`src/rtl/lsu_mem_ctrl_pkg.sv`:
```
// Shared constants, state encoding and funct3 decode helpers for the load/store unit.
package lsu_mem_ctrl_pkg;

    localparam int unsigned PORT_ADDR  = 32;
    localparam int unsigned PORT_DATA  = 32;
    localparam int unsigned LSU_WORD_W = PORT_DATA;

    localparam logic [LSU_WORD_W-1:0] LSU_ZERO_WORD = '0;

    localparam logic [2:0] LSU_F3_B  = 3'b000;
    localparam logic [2:0] LSU_F3_H  = 3'b001;
    localparam logic [2:0] LSU_F3_W  = 3'b010;
    localparam logic [2:0] LSU_F3_BU = 3'b100;
    localparam logic [2:0] LSU_F3_HU = 3'b101;

    typedef enum logic [1:0] {
        StIdle   = 2'd0,
        StAccess = 2'd1,
        StWrite  = 2'd2,
        StDone   = 2'd3
    } lsu_state_e;

    function automatic logic lsu_f3_legal(input logic we, input logic [2:0] f3);
        logic ok;
        ok = 1'b0;
        case (f3)
            LSU_F3_B, LSU_F3_H, LSU_F3_W: ok = 1'b1;
            LSU_F3_BU, LSU_F3_HU:         ok = !we;
            default:                      ok = 1'b0;
        endcase
        return ok;
    endfunction

    function automatic logic lsu_misaligned(input logic [2:0] f3, input logic [1:0] off);
        logic mis;
        mis = 1'b0;
        case (f3)
            LSU_F3_H, LSU_F3_HU: mis = off[0];
            LSU_F3_W:            mis = (off != 2'b00);
            default:             mis = 1'b0;
        endcase
        return mis;
    endfunction

    // Offset with the bits a halfword/word access may not use cleared.
    function automatic logic [1:0] lsu_align_down(input logic [2:0] f3, input logic [1:0] off);
        logic [1:0] res;
        res = off;
        case (f3)
            LSU_F3_H, LSU_F3_HU: res = {off[1], 1'b0};
            LSU_F3_W:            res = 2'b00;
            default:             res = off;
        endcase
        return res;
    endfunction

endpackage

```
`src/rtl/lsu_lane_align.sv`:
```
// Byte-lane steering: load extract with sign/zero extension and store merge into a read word.
module lsu_lane_align
    import lsu_mem_ctrl_pkg::*;
(
    input  logic [2:0]            i_funct3,
    input  logic [1:0]            i_offset,
    input  logic [LSU_WORD_W-1:0] i_rd_word,
    input  logic [LSU_WORD_W-1:0] i_wdata,
    output logic [LSU_WORD_W-1:0] o_load_data,
    output logic [LSU_WORD_W-1:0] o_merge_word
);

    logic [7:0]  w_byte;
    logic [15:0] w_half;

    always_comb begin
        w_byte = i_rd_word[{i_offset, 3'b000} +: 8];
        w_half = i_rd_word[{i_offset[1], 4'b0000} +: 16];

        o_load_data = LSU_ZERO_WORD;
        case (i_funct3)
            LSU_F3_B:  o_load_data = {{24{w_byte[7]}}, w_byte};
            LSU_F3_BU: o_load_data = {24'h0, w_byte};
            LSU_F3_H:  o_load_data = {{16{w_half[15]}}, w_half};
            LSU_F3_HU: o_load_data = {16'h0, w_half};
            LSU_F3_W:  o_load_data = i_rd_word;
            default:   o_load_data = LSU_ZERO_WORD;
        endcase

        o_merge_word = i_rd_word;
        case (i_funct3)
            LSU_F3_B: o_merge_word[{i_offset, 3'b000} +: 8]      = i_wdata[7:0];
            LSU_F3_H: o_merge_word[{i_offset[1], 4'b0000} +: 16] = i_wdata[15:0];
            LSU_F3_W: o_merge_word = i_wdata;
            default:  o_merge_word = i_rd_word;
        endcase
    end

endmodule

```
`src/rtl/lsu_mem_ctrl.sv`:
```
// Load/store unit in front of a word-wide RAM without byte enables (SB/SH by read-modify-write).
// Define LSU_MISALIGN_TRAP_EN to report misaligned H/W accesses as errors instead of aligning down.
module lsu_mem_ctrl
    import lsu_mem_ctrl_pkg::*;
#(
    parameter int unsigned ADDR_W = PORT_ADDR,
    parameter int unsigned DATA_W = PORT_DATA
) (
    input  logic              clk,
    input  logic              rst,
    input  logic              req_valid,
    output logic              req_ready,
    input  logic              req_we,
    input  logic [2:0]        req_funct3,
    input  logic [ADDR_W-1:0] req_addr,
    input  logic [DATA_W-1:0] req_wdata,
    output logic              resp_valid,
    output logic [DATA_W-1:0] resp_rdata,
    output logic              resp_err,
    output logic [ADDR_W-1:0] mem_addr,
    output logic [DATA_W-1:0] mem_wr_data,
    output logic              mem_wr_en,
    input  logic [DATA_W-1:0] mem_rd_data
);

    lsu_state_e        r_state;
    lsu_state_e        w_state_d;
    logic              r_we;
    logic [2:0]        r_funct3;
    logic [ADDR_W-1:0] r_addr;
    logic [DATA_W-1:0] r_wdata;
    logic              r_err;
    logic [DATA_W-1:0] r_merge;
    logic [DATA_W-1:0] r_rdata;

    logic              w_req_err;
    logic [ADDR_W-1:0] w_req_addr;
    logic [ADDR_W-1:0] w_word_addr;
    logic [DATA_W-1:0] w_load_data;
    logic [DATA_W-1:0] w_merge_word;

    assign w_word_addr = {r_addr[ADDR_W-1:2], 2'b00};
    assign resp_rdata  = r_rdata;

    lsu_lane_align u_lane_align (
        .i_funct3     (r_funct3),
        .i_offset     (r_addr[1:0]),
        .i_rd_word    (mem_rd_data),
        .i_wdata      (r_wdata),
        .o_load_data  (w_load_data),
        .o_merge_word (w_merge_word)
    );

    always_comb begin
        w_req_err = !lsu_f3_legal(req_we, req_funct3);
`ifdef LSU_MISALIGN_TRAP_EN
        w_req_err  = w_req_err | lsu_misaligned(req_funct3, req_addr[1:0]);
        w_req_addr = req_addr;
`else
        w_req_addr = {req_addr[ADDR_W-1:2], lsu_align_down(req_funct3, req_addr[1:0])};
`endif
    end

    always_comb begin
        w_state_d   = r_state;
        req_ready   = 1'b0;
        resp_valid  = 1'b0;
        resp_err    = 1'b0;
        mem_addr    = '0;
        mem_wr_data = '0;
        mem_wr_en   = 1'b0;

        unique case (r_state)
            StIdle: begin
                req_ready = 1'b1;
                if (req_valid) begin
                    w_state_d = w_req_err ? StDone : StAccess;
                end
            end
            StAccess: begin
                mem_addr = w_word_addr;
                if (r_we && (r_funct3 == LSU_F3_W)) begin
                    mem_wr_en   = 1'b1;
                    mem_wr_data = r_wdata;
                end
                w_state_d = (r_we && (r_funct3 != LSU_F3_W)) ? StWrite : StDone;
            end
            StWrite: begin
                mem_addr    = w_word_addr;
                mem_wr_en   = 1'b1;
                mem_wr_data = r_merge;
                w_state_d   = StDone;
            end
            StDone: begin
                resp_valid = 1'b1;
                resp_err   = r_err;
                w_state_d  = StIdle;
            end
            default: w_state_d = StIdle;
        endcase

        // Reset suppresses everything visible, so an abandoned RMW never writes.
        if (rst) begin
            req_ready   = 1'b0;
            resp_valid  = 1'b0;
            resp_err    = 1'b0;
            mem_wr_en   = 1'b0;
            mem_addr    = '0;
            mem_wr_data = '0;
        end
    end

    always_ff @(posedge clk) begin
        if (rst) begin
            r_state  <= StIdle;
            r_we     <= 1'b0;
            r_funct3 <= 3'b000;
            r_addr   <= '0;
            r_wdata  <= '0;
            r_err    <= 1'b0;
            r_merge  <= '0;
            r_rdata  <= '0;
        end else begin
            r_state <= w_state_d;
            if ((r_state == StIdle) && req_valid) begin
                r_we     <= req_we;
                r_funct3 <= req_funct3;
                r_addr   <= w_req_addr;
                r_wdata  <= req_wdata;
                r_err    <= w_req_err;
                if (w_req_err) begin
                    r_rdata <= '0;
                end
            end
            if (r_state == StAccess) begin
                if (!r_we) begin
                    r_rdata <= w_load_data;
                end else if (r_funct3 == LSU_F3_W) begin
                    r_rdata <= '0;
                end else begin
                    r_merge <= w_merge_word;
                end
            end
            if (r_state == StWrite) begin
                r_rdata <= '0;
            end
        end
    end

endmodule

```
`config.mk`:
```
export PLATFORM = sky130hd
export DESIGN_NAME = lsu_mem_ctrl
export DESIGN_NICKNAME = d
export VERILOG_FILES = /design/src/rtl/lsu_mem_ctrl_pkg.sv /design/src/rtl/lsu_lane_align.sv /design/src/rtl/lsu_mem_ctrl.sv
export SDC_FILE = /design/constraint.sdc
export NUM_CORES = 1
export LEC_CHECK = 0
export BUFFER_PORTS_ARGS = -buffer_cell sky130_fd_sc_hd__buf_2
export CORE_MARGIN = 10
export CORE_UTILIZATION = 56
export DETAILED_ROUTE_END_ITERATION = 10
export PLACE_DENSITY_LB_ADDON = 0.12
export SLEW_MARGIN = 0
export SYNTH_ARGS = -nofsm -noshare
export SYNTH_HDL_FRONTEND = slang
export SYNTH_SLANG_ARGS = --single-unit
```
`constraint.sdc`:
```
create_clock -name clk -period 7 [get_ports clk]
set_clock_uncertainty 0.15 [all_clocks]
set_input_delay 0.7 -clock clk [delete_from_list [all_inputs] [get_ports clk]]
set_output_delay 0.7 -clock clk [all_outputs]
set_load 0.01 [all_outputs]
```
==> reports/results.ini, run 1 <==
[status]
outcome=complete, no violations

[final_layout]
final_net_count=1097
area_growth_pct=21.1
drive_above_1_share_pct=26.6
antenna_cells=0

[placement]
dp_slack_ns=2.99
io_buffers=200
dp_hpwl_mm=15.3
gp_congestion=0.960

[worst_hold_path]
hold_path_depth=2
hold_path_class=reg2reg
worstHoldStart=r_addr[28]
whs_endpoint=r_addr[28]

[worst_setup_path]
critical_path_class=reg2out
regToRegStartpoint=r_addr[1]
worstPathMaxFanout=33
r2r_setup_slack_ns=3.28
worstSetupStartpointType=flip-flop
cp-end-kind=output pin
cp_top_family=simple AND/OR/NAND/NOR gates
worstSetupStartpoint=r_funct3[0]
crit_slowest_cell=and3_1
crit_buf_inv=1
worstPathCellList=nor3b_4, and3_1, a22oi_1, nor2_1, buf_2
reg2regPathDepth=7
max_stage_delay_ns=1.11
required_ns=6.15
r2r_end=r_merge[29]
cp.arrival_ns=3.62

[logic_synthesis]
synthFlopType=dfxtp_1
yosysWarnings=0
synth-edff-count=0
avgSynthCellArea_um2=8.17
ys_ff_latch=135
ys_async_sr_fraction_pct=0
synth_cell_types=57
synth_area_um2=6820
ys_seq_area_share_pct=39.6
synthCells=834

[timing]
rsz0062_at_grt=false
whs_ns=0.297
worst_pin_slew_ns=1.24
final_hold_viol_count=0
min_period_over_period_pct=63.9
fmax_mhz=224
setup_tns_ns=0
final-setup-viol-count=0
slew_violations=0
period_minus_slack_ns=4.47
final.setup.worst_slack_ns=2.53
max_slew_margin_pct=17.3

[clock_tree]
cts_sinks=135
cts_tree=done
cts_setup_buffers=0
ctsResizeCount=0
numCtsBuffers=17
clk_path_buf_depth=2
clk_latency_ns=0.41
cts_root_buf=clkbuf_16
path_clk_slew_ns=0.05
h-tree-depth=4
postCtsHoldBufs=0

[grt]
antenna_found_initial=1
grt_use_total_pct=24.6
overflow=0
grt_max_degree=76
use_met1_pct=30.3
gr-max-usage-layer=met2
grt_first_pass_wirelength_mm=33.3
met3_usage_pct=8.48
use_met2_pct=39.4
grt_pass1_vias=6421

[pwr]
pwr_density_cell_nw_per_um2=334
power.leakage_nw=3.49
ir_drop_mv=0.227

[floorplan]
die_y_um=130
die_w_um=130
io_pins=203
die_area_um2=17000
start_util_pct=57.0
rows=40
core_um2=12000

[detailed_routing]
ant_nets=0
drcViolationCount=0
vias=6789
drtIter0Drc=762
drt-vias-per-instance=5.94
wl_mm=21.4
wire_per_inst_um=18.7
dr.pass1.iters=6

[flow_run]
drv_cap=0

-- registers in the layout, indices dropped and copies added (netlist names) --
signal      flops
r_wdata        32
r_addr         32
r_we            1
r_funct3        3
r_err           1
r_merge        32
resp_rdata     32
r_state         2
-- how the worst max path moves through the flow --
| stage | end | slack, ns | depth (start not counted) |
|---|---|---|---|
| 3_3_place_gp | mem_wr_data[7] | 3.09 | 5 |
| 2_1_floorplan | mem_wr_data[10] | 4.51 | 5 |
| 3_5_place_dp | mem_wr_data[22] | 2.99 | 5 |
| 6_report | mem_wr_data[12] | 2.53 | 5 |
| 5_1_grt | mem_wr_data[12] | 2.16 | 5 |
| 4_1_cts | mem_wr_data[12] | 2.54 | 5 |
-- synthesized netlist by cell type, types with 8 or more instances --
| cell | number | area (um^2) |
|---|---|---|
| nand2_1 | 163 | 612 |
| clkbuf_1 | 43 | 161 |
| a221oi_1 | 19 | 166 |
| o2bb2ai_1 | 25 | 219 |
| a21oi_1 | 77 | 385 |
| nand3_1 | 22 | 110 |
| inv_1 | 8 | 30.0 |
| nor2_1 | 72 | 270 |
| a21o_1 | 8 | 60.1 |
| nor3_1 | 14 | 70.1 |
| a22oi_1 | 55 | 413 |
| dfxtp_1 | 135 | 2700 |
| nor2b_1 | 9 | 56.3 |
| ha_1 | 10 | 125 |
| and2_1 | 33 | 206 |
| a211oi_1 | 14 | 105 |
| a31oi_1 | 8 | 50.1 |
| buf_2 | 19 | 95.1 |
-- per-stage QoR --
step                std cells  util (%)  area (um^2)  power (mW)
CTS                      1143      69.0         8260        2.77
global placement         1112      64.3         7690        1.90
global route             1143      69.0         8260        2.92
detailed placement       1112      64.3         7690        1.91
finish                   1143      69.0         8260        2.76
floorplan                 835         -         6820        1.65
-- kinds of logic (layout without fill, tap and decap cells) --
group	Yosys count	after routing	synth area share [%]
fa+ha+maj	10	10	1.84
compound gates	252	252	27.6
other cells	1	2	0.0550
buf+inv	88	249	6.19
mux	14	14	2.37
flops	135	135	39.6
simple gates	334	334	22.3
-- per-layer routing --
metal  up-vias  share of wire [%]
met3        43                 10
met2       315                 47
li1       3282                  -
met1      3147                 40
met5         -              0.033
met4         2                2.1
-- cells in the final DEF, fill, tap and decap left out, drive strengths merged, types with 2 or more instances in the layout --
cell type | netlist | layout
and3 | 2 | 2
o21ai | 6 | 6
nor4b | 3 | 3
nand2 | 163 | 163
clkbuf | 43 | 22
nor2 | 74 | 74
nor3 | 15 | 15
a32o | 2 | 2
a222oi | 6 | 6
dfxtp | 135 | 135
a21oi | 77 | 77
mux2 | 7 | 7
a22oi | 55 | 55
nand3 | 22 | 22
nand2b | 3 | 3
a221o | 7 | 7
buf | 36 | 209
conb | 1 | 2
nor2b | 9 | 9
nand3b | 3 | 3
a21o | 8 | 8
a221oi | 24 | 24
or2 | 2 | 2
and2 | 33 | 33
a31oi | 8 | 8
inv | 8 | 8
ha | 10 | 10
a211oi | 18 | 18
o31ai | 2 | 2
a22o | 7 | 7
nor3b | 3 | 3
clkinv | 1 | 7
mux2i | 6 | 6
o2bb2ai | 25 | 25
bufinv | 0 | 2
-- where the power goes --
part	internal [mW]	leakage (nW)	switching [mW]	total, mW
sequential	0.904	1.10	0.110	1.01
clock	0.538	0.279	0.313	0.851
combinational	0.311	2.11	0.579	0.890
total	1.75	3.49	1.00	2.76
-- worst reg2reg max path: stages (launching register included) --
cell and delay (ns):
dfxtp_1 0.31, buf_4 0.39, clkinv_1 0.63, ha_1 0.55, nor4bb_1 0.97, a22o_1 0.25
a222oi_1 0.11, a211oi_1 0.28
-- area by class of cell --
class                   count  area, um^2
well taps                 147         184
fillers                  1074        3700
inverters                   9        33.8
clock inverters             9         101
clock buffers              22         464
multi-input cells         612        3700
repair buffers            209        1070
flip-flops and latches    135        2700
No activity file was read; power rests on OpenSTA's default activity.
==> run 2, diff against run 1 <==
CORE_UTILIZATION = 47   (was 56)
clock period = 3.9 ns   (was 7 ns; I/O delays follow)
==> run 2 against run 1 <==
First-iteration DRC count fell by 18%. Non-clock buffer count rose by 5. Worst hold slack worse by 0.25 ns.
==> reports/results.ini, run 2 (synthesized netlist as in run 1, its figures left out) <==
[final_layout]
antenna_cells=0  ; unchanged
final_net_count=1102  ; +0.46%
multi_input_area_um2=3700  ; unchanged
final_cell_area_um2=8350  ; +1.2%
final-seq-area_um2=2700  ; unchanged
n_fill_cell=1335  ; +24%
final_common_cell=buf_2
layout_common_cells=buf_2, nand2_1, dfxtp_1, a21oi_1, nor2_1
drive_above_1_share_pct=27.1  ; +0.49 points
area_growth_pct=22.5
instances_no_fill=1180  ; +3.2%

[worst_setup_path]
r2r_end=r_merge[31]
regToRegStartpoint=r_funct3[1]
worstSetupStartpoint=r_funct3[1]
reg2regPathDepth=5  ; -2
worstPathMaxFanout=33  ; unchanged
worstPathCellList=nor3b_4, and3_1, buf_4, a22oi_1, nor2_1, buf_2
crit_path_end=mem_wr_data[12]
worstSetupStartpointType=flip-flop
cp.arrival_ns=3.07  ; -0.55 ns
crit_slowest_cell=nor3b_4
required_ns=3.36  ; -2.79 ns
cp-end-kind=output pin
r2r_setup_slack_ns=0.84  ; -2.44 ns
max_stage_delay_ns=1.02  ; -0.09 ns
critical_path_class=reg2out

[grt]
grt_max_degree=82  ; +7.9%
grt_first_pass_wirelength_mm=34.8  ; +4.6%
overflow=0  ; unchanged
antenna_found_initial=0  ; -1
grt_pass1_vias=6407  ; -0.22%
grt_use_total_pct=21.5  ; -3.1 points

[placement]
dp_hpwl_mm=16.0  ; +4.3%
io_buffers=200  ; unchanged
dp_slack_ns=0.755  ; -2.24 ns
place_area_um2=7770  ; +1.0%
dp_cells=1150  ; +3.4%
gp_congestion=0.929  ; -3.3%

[clock_tree]
postCtsHoldBufs=0  ; unchanged
cts_setup_buffers=0  ; unchanged
path_clk_slew_ns=0.06  ; about the same
cts_sinks=135  ; unchanged
cts_root_buf=clkbuf_16
numCtsBuffers=17  ; unchanged
clk_path_buf_depth=2  ; unchanged
cts_tree=done
clk_latency_ns=0.42  ; about the same
ctsResizeCount=0  ; unchanged
h-tree-depth=4  ; unchanged

[timing]
rsz0062_at_grt=false
worst_pin_slew_ns=1.24  ; +0.00423 ns
final.setup.worst_slack_ns=0.289  ; -2.24 ns
final_hold_viol_count=0  ; unchanged
slew_violations=0  ; unchanged
min_period_over_period_pct=92.6
period_minus_slack_ns=3.61
final-setup-viol-count=0  ; unchanged
max_slew_margin_pct=14.7  ; -2.7 points
setup_tns_ns=0  ; unchanged
fmax_mhz=277

[floorplan]
rows=43  ; +7.5%
start_util_pct=48.5  ; -8.4 points
die_area_um2=19700  ; +16%
core_um2=14000  ; +17%
io_pins=203  ; unchanged
die_y_um=140  ; +7.7%
die_w_um=140  ; +7.7%

[detailed_routing]
dr.pass1.iters=6  ; unchanged
drt-vias-per-instance=5.73  ; -3.5%
wire_per_inst_um=18.9  ; +1.2%
drtIter0Drc=624  ; -18%
ant_nets=0  ; unchanged
wl_mm=22.3  ; +4.5%
vias=6760  ; -0.43%
drcViolationCount=0  ; unchanged

[pwr]
power.leakage_nw=3.52  ; +1.0%
ir_drop_mv=0.438  ; +93%
pwr_density_cell_nw_per_um2=600  ; +80%

[flow_run]
drv_cap=0  ; unchanged

[worst_hold_path]
hold_path_class=in2reg

[status]
outcome=complete, no violations

## run 2: area by class of cell
cell class / count / area share (%)
clock buffers: 22 / 5.80
clock inverters: 8 / 1.17
inverters: 9 / 0.404
multi-input cells: 612 / 44.3
flip-flops and latches: 135 / 32.4
well taps: 180 / 2.70
repair buffers: 214 / 13.3
## run 2: through the flow
stage | utilization [%] | hold WS (ns) | total power, mW
5_1_grt | 59.5 | 0.0509 | 5.30
4_1_cts | 59.5 | 0.0372 | 5.04
2_1_floorplan | - | 0.282 | 2.96
3_5_place_dp | 55.3 | 0.289 | 3.46
6_report | 59.5 | 0.0492 | 5.01
3_3_place_gp | 55.3 | 0.279 | 3.44
## run 2: worst min path at each step
stage	from	endpoint	slack [ns]	cells past startpoint
3_5_place_dp	resp_rdata[14]	resp_rdata[14]	0.29	1
2_1_floorplan	r_addr[10]	r_addr[10]	0.28	2
6_report	req_addr[18]	r_addr[18]	0.05	3
3_3_place_gp	resp_rdata[10]	resp_rdata[10]	0.28	1
5_1_grt	req_addr[28]	r_addr[28]	0.05	3
4_1_cts	req_addr[10]	r_addr[10]	0.04	3
## run 2: where the power goes
part,internal (mW),switching (mW)
sequential,1.62,0.191
combinational,0.571,1.04
clock,0.998,0.583
total,3.19,1.82
## run 2: per-layer routing
layer  GRT usage (%)  wire length [um]  vias to the layer above
li1                -                 -                     3293
met1            26.9              9550                     3137
met2            33.3             10200                      290
met3            8.25              2190                       40
met4            6.74               373                        0
met5               0                 0                        -
## run 2: worst max-delay path: cells and delay by family (launching register included)
kind	cells	cell delay (ns)
flip-flops	1	0.60
AND/OR/NAND/NOR	3	1.41
buffers and inverters	2	0.49
AO/OA/AOI/OAI	1	0.13
